`src/rtl/fetch_sequencer_pkg.sv`:
```
// Shared fetch-path definitions: opcode constants, sequencer states, PC width
// and default target-table contents.
package fetch_sequencer_pkg;

    localparam int kOPCODE_W = 3;
    localparam logic [kOPCODE_W-1:0] kOP_HALT = '1;

    localparam int kPC_W = 10;

    localparam int kTGT0 = 0;
    localparam int kTGT1 = 0;
    localparam int kTGT2 = 0;
    localparam int kTGT3 = 0;

    typedef enum logic [1:0] {
        IDLE = 2'd0,
        ARM  = 2'd1,
        RUN  = 2'd2,
        HALT = 2'd3
    } fetch_state_t;

endpackage

```
`src/rtl/fetch_target_lut.sv`:
```
// Combinational 4-entry redirect table: PCTarg index -> absolute target or
// signed branch offset, depending on how the sequencer uses it.
module fetch_target_lut
    import fetch_sequencer_pkg::*;
#(
    parameter int              PC_W = kPC_W,
    parameter logic [PC_W-1:0] TGT0 = PC_W'(kTGT0),
    parameter logic [PC_W-1:0] TGT1 = PC_W'(kTGT1),
    parameter logic [PC_W-1:0] TGT2 = PC_W'(kTGT2),
    parameter logic [PC_W-1:0] TGT3 = PC_W'(kTGT3)
) (
    input  logic [1:0]      pc_targ,
    output logic [PC_W-1:0] target
);

    always_comb begin
        target = TGT0;
        case (pc_targ)
            2'd0: target = TGT0;
            2'd1: target = TGT1;
            2'd2: target = TGT2;
            2'd3: target = TGT3;
            default: target = TGT0;
        endcase
    end

endmodule

```
`src/rtl/fetch_sequencer.sv`:
```
// Program counter sequencer: start handshake, jump/branch redirects, halt.
// Optional FETCH_CYCLE_CNT_EN adds a saturating RUN-cycle counter on CycleCnt.
module fetch_sequencer
    import fetch_sequencer_pkg::*;
#(
    parameter int              PC_W       = kPC_W,
    parameter logic [PC_W-1:0] START_ADDR = '0,
    parameter logic [PC_W-1:0] TGT0       = PC_W'(kTGT0),
    parameter logic [PC_W-1:0] TGT1       = PC_W'(kTGT1),
    parameter logic [PC_W-1:0] TGT2       = PC_W'(kTGT2),
    parameter logic [PC_W-1:0] TGT3       = PC_W'(kTGT3)
) (
    input  logic            Clk,
    input  logic            Reset,
    input  logic            Start,
    input  logic            Jump,
    input  logic            BranchEn,
    input  logic            Taken,
    input  logic [1:0]      PCTarg,
    input  logic            Ack,
    output logic [PC_W-1:0] ProgCtr,
    output logic            Running,
    output logic            Done
`ifdef FETCH_CYCLE_CNT_EN
    ,
    output logic [15:0]     CycleCnt
`endif
);

    fetch_state_t    state_q, state_d;
    logic [PC_W-1:0] pc_q, pc_d;
    logic            running_q, running_d;
    logic            done_q, done_d;
    logic [PC_W-1:0] target;

    fetch_target_lut #(
        .PC_W (PC_W),
        .TGT0 (TGT0),
        .TGT1 (TGT1),
        .TGT2 (TGT2),
        .TGT3 (TGT3)
    ) u_target_lut (
        .pc_targ (PCTarg),
        .target  (target)
    );

    // Next-state and next-PC; in RUN the branches below encode redirect priority.
    always_comb begin
        state_d = state_q;
        pc_d    = pc_q;
        done_d  = done_q;
        case (state_q)
            IDLE: begin
                pc_d = START_ADDR;
                if (Start) begin
                    state_d = ARM;
                end
            end
            ARM: begin
                pc_d = START_ADDR;
                if (!Start) begin
                    state_d = RUN;
                end
            end
            RUN: begin
                if (Start) begin
                    state_d = ARM;
                    pc_d    = START_ADDR;
                end else if (Ack) begin
                    state_d = HALT;
                    done_d  = 1'b1;
                end else if (Jump) begin
                    pc_d = target;
                end else if (BranchEn && Taken) begin
                    pc_d = pc_q + target;
                end else begin
                    pc_d = pc_q + PC_W'(1);
                end
            end
            HALT: begin
                if (Start) begin
                    state_d = ARM;
                    pc_d    = START_ADDR;
                    done_d  = 1'b0;
                end
            end
            default: begin
                state_d = IDLE;
                pc_d    = START_ADDR;
                done_d  = 1'b0;
            end
        endcase
        running_d = (state_d == RUN);
    end

    always_ff @(posedge Clk) begin
        if (Reset) begin
            state_q   <= IDLE;
            pc_q      <= START_ADDR;
            running_q <= 1'b0;
            done_q    <= 1'b0;
        end else begin
            state_q   <= state_d;
            pc_q      <= pc_d;
            running_q <= running_d;
            done_q    <= done_d;
        end
    end

    assign ProgCtr = pc_q;
    assign Running = running_q;
    assign Done    = done_q;

`ifdef FETCH_CYCLE_CNT_EN
    logic [15:0] cycle_cnt_q, cycle_cnt_d;

    // Cleared on every entry to ARM so each launch counts from zero; held in HALT.
    always_comb begin
        cycle_cnt_d = cycle_cnt_q;
        if (state_d == ARM && state_q != ARM) begin
            cycle_cnt_d = '0;
        end else if (state_q == RUN && cycle_cnt_q != 16'hFFFF) begin
            cycle_cnt_d = cycle_cnt_q + 16'd1;
        end
    end

    always_ff @(posedge Clk) begin
        if (Reset) begin
            cycle_cnt_q <= '0;
        end else begin
            cycle_cnt_q <= cycle_cnt_d;
        end
    end

    assign CycleCnt = cycle_cnt_q;
`endif

endmodule

```
`config.mk`:
```
export PLATFORM = sky130hd
export DESIGN_NAME = fetch_sequencer
export DESIGN_NICKNAME = d
export VERILOG_FILES = /design/src/rtl/fetch_sequencer_pkg.sv /design/src/rtl/fetch_target_lut.sv /design/src/rtl/fetch_sequencer.sv
export SDC_FILE = /design/constraint.sdc
export NUM_CORES = 1
export LEC_CHECK = 0
export CORE_ASPECT_RATIO = 0.8
export CORE_MARGIN = 4
export CORE_UTILIZATION = 46
export DETAILED_ROUTE_END_ITERATION = 12
export PLACE_DENSITY = 0.77
export SKIP_CTS_REPAIR_TIMING = 1
export SLEW_MARGIN = 0
export SYNTH_ARGS = -nofsm -noshare
export SYNTH_HDL_FRONTEND = slang
export SYNTH_SLANG_ARGS = --single-unit
```
`constraint.sdc`:
```
create_clock -name Clk -period 3.3 [get_ports Clk]
set_clock_uncertainty 0.1 [all_clocks]
set_input_delay 0.33 -clock Clk [delete_from_list [all_inputs] [get_ports Clk]]
set_output_delay 0.33 -clock Clk [all_outputs]
set_load 0.01 [all_outputs]
```
# ---- Yosys cells after proc, flatten, opt, wreduce, memory -nomap -nowiden
# Cells that the tools add are included.
dict set report word_totals {
  ff_bits 14
  latch_bits 0
  mem_bits_rw 0
  mem_bits_ro 0
  output_inout_bits 12
  n_memories 0
}
dict set report op_classes {
  add_sub_neg 2
  mul 0
  div_mod_pow 0
  magnitude_cmp 0
  eq_ne 11
  n_shift 0
  n_mux 16
  n_bitwise 0
  reduce_logical 9
}
# cell n
set ops {}
lappend ops {{two-way mux 10 bit} 6}
lappend ops {{one-hot mux 10 bit (3 select lines)} 1}
lappend ops {{adder 10 x 1 -> 10 bit, second input constant} 1}
lappend ops {{adder 10 bit} 1}
lappend ops {{== test 2 bit, second input constant} 5}
lappend ops {{two-way mux 2 bit} 4}
lappend ops {{!= test 2 bit, second input constant} 3}
lappend ops {{one-hot mux 2 bit (3 select lines)} 1}
lappend ops {{== test 2 x 1 -> 1 bit, second input constant} 2}
lappend ops {{logical NOT 2 bit} 2}
lappend ops {{AND reduction 4 bit} 1}
lappend ops {{OR reduction 2 bit} 2}
lappend ops {{OR reduction 4 bit} 1}
lappend ops {{two-way mux 1 bit} 3}
lappend ops {{!= test 3 bit, second input constant} 1}
lappend ops {{one-hot mux 1 bit (2 select lines)} 1}
lappend ops {{AND reduction 2 bit} 1}
lappend ops {{nonzero test 2 bit} 1}
lappend ops {{logical AND 1 bit} 1}

# ---- Logic depth before layout (Yosys ltp)
dict set report depth {
  depth_word 9
  ltp_mapped 8
}

# ---- Modules after synthesis
# From an unflattened synthesis, not the netlist that was laid out.
dict set report hier_totals {
  hier_cells 143
  area_unflattened_um2 1233.7
}
# module n_inst cells_each area_per_inst_um2 seq_area_each_um2
set by_module_without_submodules {}
lappend by_module_without_submodules {fetch_sequencer 1 132 1154.9 280.3}
lappend by_module_without_submodules {fetch_target_lut 1 11 78.8 0.0}

# ---- Worst setup path after synthesis
# Ideal clock, no wire load.
dict set report synth_path {
  path_type {register -> register}
  from {register state_q[0]}
  to {register pc_q[7], in the netlist ProgCtr[7]}
  arrival_time_ns 2.094
  setup_slack_ns 1.049
  stages_incl_launch_ff 9
  path_buffers 2
  synth_period_minus_slack_ns 2.251
  cell_sequence {dfxtp_1 -> inv_1 -> ha_1 -> buf_2 -> or4b_4 -> or4b_1 -> clkbuf_2 -> nor4_1 -> a21o_1}
}
dict set report synth_via {
  elab_chain_cells 3
  word_cells_on_any_way 9
  cone_classes {5 x eq/ne; 1 x mux; 3 x reduce/logical}
}
# item line_no
set synth_rtl {}
lappend synth_rtl {{start: declaration} fetch_sequencer.sv:30} ;# fetch_state_t state_q, state_d;
lappend synth_rtl {{start signal: assignment} fetch_sequencer.sv:103} ;# state_q <= state_d;
lappend synth_rtl {{== test 2 x 1 -> 1 bit, or another cell as far along} fetch_sequencer.sv:52} ;# case (state_q)
lappend synth_rtl {{OR reduction 2 bit (no line), or another cell as far along} -}
lappend synth_rtl {{one-hot mux 10 bit (3 select lines) / AND reduction 2 bit (equally long branches)} -}
lappend synth_rtl {{end signal: assignment} fetch_sequencer.sv:104} ;# pc_q <= pc_d;
lappend synth_rtl {{end: declaration} fetch_sequencer.sv:31} ;# logic [PC_W-1:0] pc_q, pc_d;
# Parallel ways exist; a longest one is shown, timed or not.
# A chain may end at the register's enable or synchronous reset.

# ---- Final worst setup path
dict set report layout_path {
  from {register state_q[1]}
  to {register pc_q[9], in the netlist ProgCtr[9]}
}
# Same word-level chain as after synthesis.

==> impl_metrics.json <==
{
  "clock_insertion_delay_worst_skew_ns": 0.28,
  "final_cell_mix": "sky130_fd_sc_hd__clkdlybuf4s50_1 (18), sky130_fd_sc_hd__dfxtp_1 (14), sky130_fd_sc_hd__nor2_1 (9)",
  "grt_pass1_vias": 610,
  "postSynthRegisterBits": 14,
  "holdCritPathClass": "reg2reg",
  "synth-warning-count": 0,
  "hold_ws_ns": 0.375,
  "globalRouteMet1Util_pct": 23.2,
  "chipHeight_um": 44.6,
  "postSynthCellCount": 90,
  "setup_violations": 0,
  "switching_fraction_of_total_power_pct": 24.5,
  "start_util_pct": 51.9,
  "fp.dieW_um": 53.8,
  "coreArea_um2": 1490,
  "grt_first_pass_wirelength_um": 2790,
  "pwr-share-clk_pct": 34.4,
  "grt.met2_usage_pct": 22.2,
  "timing.final.max_slew_violations": 0,
  "vias_per_cell": 5.75,
  "worstSetupPathType": "reg2reg",
  "synthesis.area_per_instance_um2": 8.56,
  "cap_violations": 0,
  "ys_top_cells_by_area": "sky130_fd_sc_hd__dfxtp_1 (36%), sky130_fd_sc_hd__ha_1 (6.5%), sky130_fd_sc_hd__o21ai_0 (5.2%), sky130_fd_sc_hd__nor2_1 (4.4%), sky130_fd_sc_hd__a21o_1 (2.9%)",
  "cts.reportedPaths.clkPinSlew_ns": 0.08,
  "max_freq_mhz": 400,
  "worst-endpoint-required_ns": 3.40,
  "cts_tree": "done",
  "switching_power_uw": 86.5,
  "seq_power_share_pct": 50.4,
  "outcome": "finished, final reports clean",
  "unrepaired_setup_endpoints_after_global_routing": "no",
  "total_length_of_routed_wires_um": 1730,
  "power.share.combinational_pct": 15.2,
  "grt_overflow_total": 0,
  "synth.lib_cells_used.distinct": 39,
  "drt-wirelength-per-cell_um": 13.3,
  "number_of_detailed_route_iterations_in_the_first_pass": 4,
  "synth_area_leader": "sky130_fd_sc_hd__dfxtp_1",
  "cts_buffers": 3,
  "synthToLayoutAreaGrowth_pct": 28.7,
  "synth-edff-count": 0,
  "post-dp-hpwl_um": 1310,
  "floorplan.io_pins": 21,
  "grt_antenna_before_repair": 0,
  "dieArea_um2": 2400,
  "dr_drc_count": 0,
  "internal_dissipation_uw": 266,
  "leakage_nw": 0.369,
  "ys.flop_type": "sky130_fd_sc_hd__dfxtp_1",
  "worst_path_arrival_time_ns": 2.60,
  "worst_pin_slew_ns": 0.777,
  "fillCellCount": 124,
  "max-slew-margin-rel_pct": 47.5,
  "gp_congestion": 0.800,
  "synth.net_count": 103,
  "gr-max-usage-layer": "met1",
  "layout.cells.most_common": "sky130_fd_sc_hd__clkdlybuf4s50_1",
  "end_kind": "register",
  "worst_ir_drop_vdd_uv": 299,
  "drt_first_iter_violations": 27,
  "grt_max_degree": 10,
  "antenna_violating_nets_post_route": 0,
  "num-nets-final": 123,
  "cts.sink_count": 14,
  "netlist.area_leader.share_pct": 36.4,
  "start_kind": "register",
  "global_route.usage.total_pct": 16.0,
  "cts-root-buf": "sky130_fd_sc_hd__clkbuf_4",
  "row_count": 12,
  "ctsHtreeMaxLevel": 1,
  "final_critical_path_share_of_the_clock_period_pct": 75.7,
  "synth_async_sr_flop_share_pct": 0,
  "io_buffer_count": 18,
  "p_per_area_nw_per_um2": 355,
  "via_count": 748,
  "mappedNetlistArea_um2": 771,
  "period_minus_slack_ns": 2.50,
  "timing.setup.tns_ns": 0,
  "clock_tree.buffer_depth": 2,
  "hold_viol": 0,
  "synth.yosys.seq_area_share_pct": 36.4,
  "antenna-diode-count": 0,
  "critical_path.max_fanout": 9,
  "drive_gt1_share_pct": 4.59,
  "met3_usage_pct": 7.07
}
==> critical path: stages, from the launching register on <==
cell                      delay [ns]
sky130_fd_sc_hd__dfxtp_1        0.42
sky130_fd_sc_hd__ha_1           0.34
sky130_fd_sc_hd__or4b_4         0.51
sky130_fd_sc_hd__nor4b_1        0.67
sky130_fd_sc_hd__a41oi_1        0.20
sky130_fd_sc_hd__a31oi_1        0.18
==> registers in the layout (all words and copies together), names as in the netlist <==
| name | count |
|---|---|
| Done | 1 |
| ProgCtr | 10 |
| Running | 1 |
| state_q | 2 |
==> power groups by stage <==
stage | combinational [mW] | sequential [mW] | clock [mW]
detailed placement | 0.0527 | 0.182 | 0
floorplan | 0.0331 | 0.181 | 0
global placement | 0.0505 | 0.181 | 0
finish | 0.0535 | 0.178 | 0.121
CTS | 0.0532 | 0.178 | 0.122
global route | 0.0581 | 0.179 | 0.134
==> area by class of cell <==
cell class                      instances  area [um2]  share of cell area, %
Sequential cell                        14         280                   28.2
Multi-Input combinational cell         69         454                   45.8
Clock buffer                            4        36.3                   3.66
Tap cell                               21        26.3                   2.65
Timing Repair Buffer                   18         180                   18.2
Inverter                                4        15.0                   1.51
==> Yosys cell counts, types with 2 or more instances <==
library cell               instances
sky130_fd_sc_hd__dfxtp_1          14
sky130_fd_sc_hd__nor2_1            9
sky130_fd_sc_hd__o21ai_0           8
sky130_fd_sc_hd__nand2_1           6
sky130_fd_sc_hd__ha_1              4
sky130_fd_sc_hd__inv_1             4
sky130_fd_sc_hd__a21o_1            3
sky130_fd_sc_hd__nand3_1           3
sky130_fd_sc_hd__nor2b_1           3
sky130_fd_sc_hd__a21oi_1           2
sky130_fd_sc_hd__a31oi_1           2
sky130_fd_sc_hd__and3_1            2
sky130_fd_sc_hd__nor3_1            2
sky130_fd_sc_hd__nor4_1            2
sky130_fd_sc_hd__o211ai_1          2
==> path summary, 6_finish.rpt <==
| path | startpoint | end | slack [ns] | cells after the start |
|---|---|---|---|---|
| worst max-delay path | state_q[1]$_SDFF_PP0_ | ProgCtr[9]$_SDFFE_PP0P_ | 0.80 | 5 |
| worst min-delay path | ProgCtr[9]$_SDFFE_PP0P_ | ProgCtr[9]$_SDFFE_PP0P_ | 0.38 | 1 |
| worst max register to register | state_q[1]$_SDFF_PP0_ | ProgCtr[9]$_SDFFE_PP0P_ | 0.80 | 5 |
| worst min register to register | ProgCtr[9]$_SDFFE_PP0P_ | ProgCtr[9]$_SDFFE_PP0P_ | 0.38 | 1 |
==> metrics by stage <==
stage / setup slack [ns] / power [mW] / instances / util (%) / cell area, um2
final: 0.802 / 0.353 / 130 / 66.8 / 992
after global routing: 0.645 / 0.371 / 130 / 66.8 / 992
after CTS: 0.833 / 0.352 / 130 / 66.8 / 992
after detailed placement: 0.587 / 0.234 / 126 / 64.3 / 956
after global placement: 0.608 / 0.232 / 126 / 64.3 / 956
after floorplan: 1.05 / 0.214 / 90 / - / 771
==> routing by layer <==
metal	wire, um	vias up
met5	0	-
met4	8	0
met3	84	2
met2	753	21
met1	887	346
li1	-	379
==> kinds of logic after synthesis <==
family / synth area share, %
AO/OA/AOI/OAI: 24.8
XOR/XNOR: 1.14
adder cells (fa/ha/maj): 6.49
buffers and inverters: 4.71
flip-flops: 36.4
multiplexers: 1.30
AND/OR/NAND/NOR: 25.2
Power figures use the tool's default switching activity.
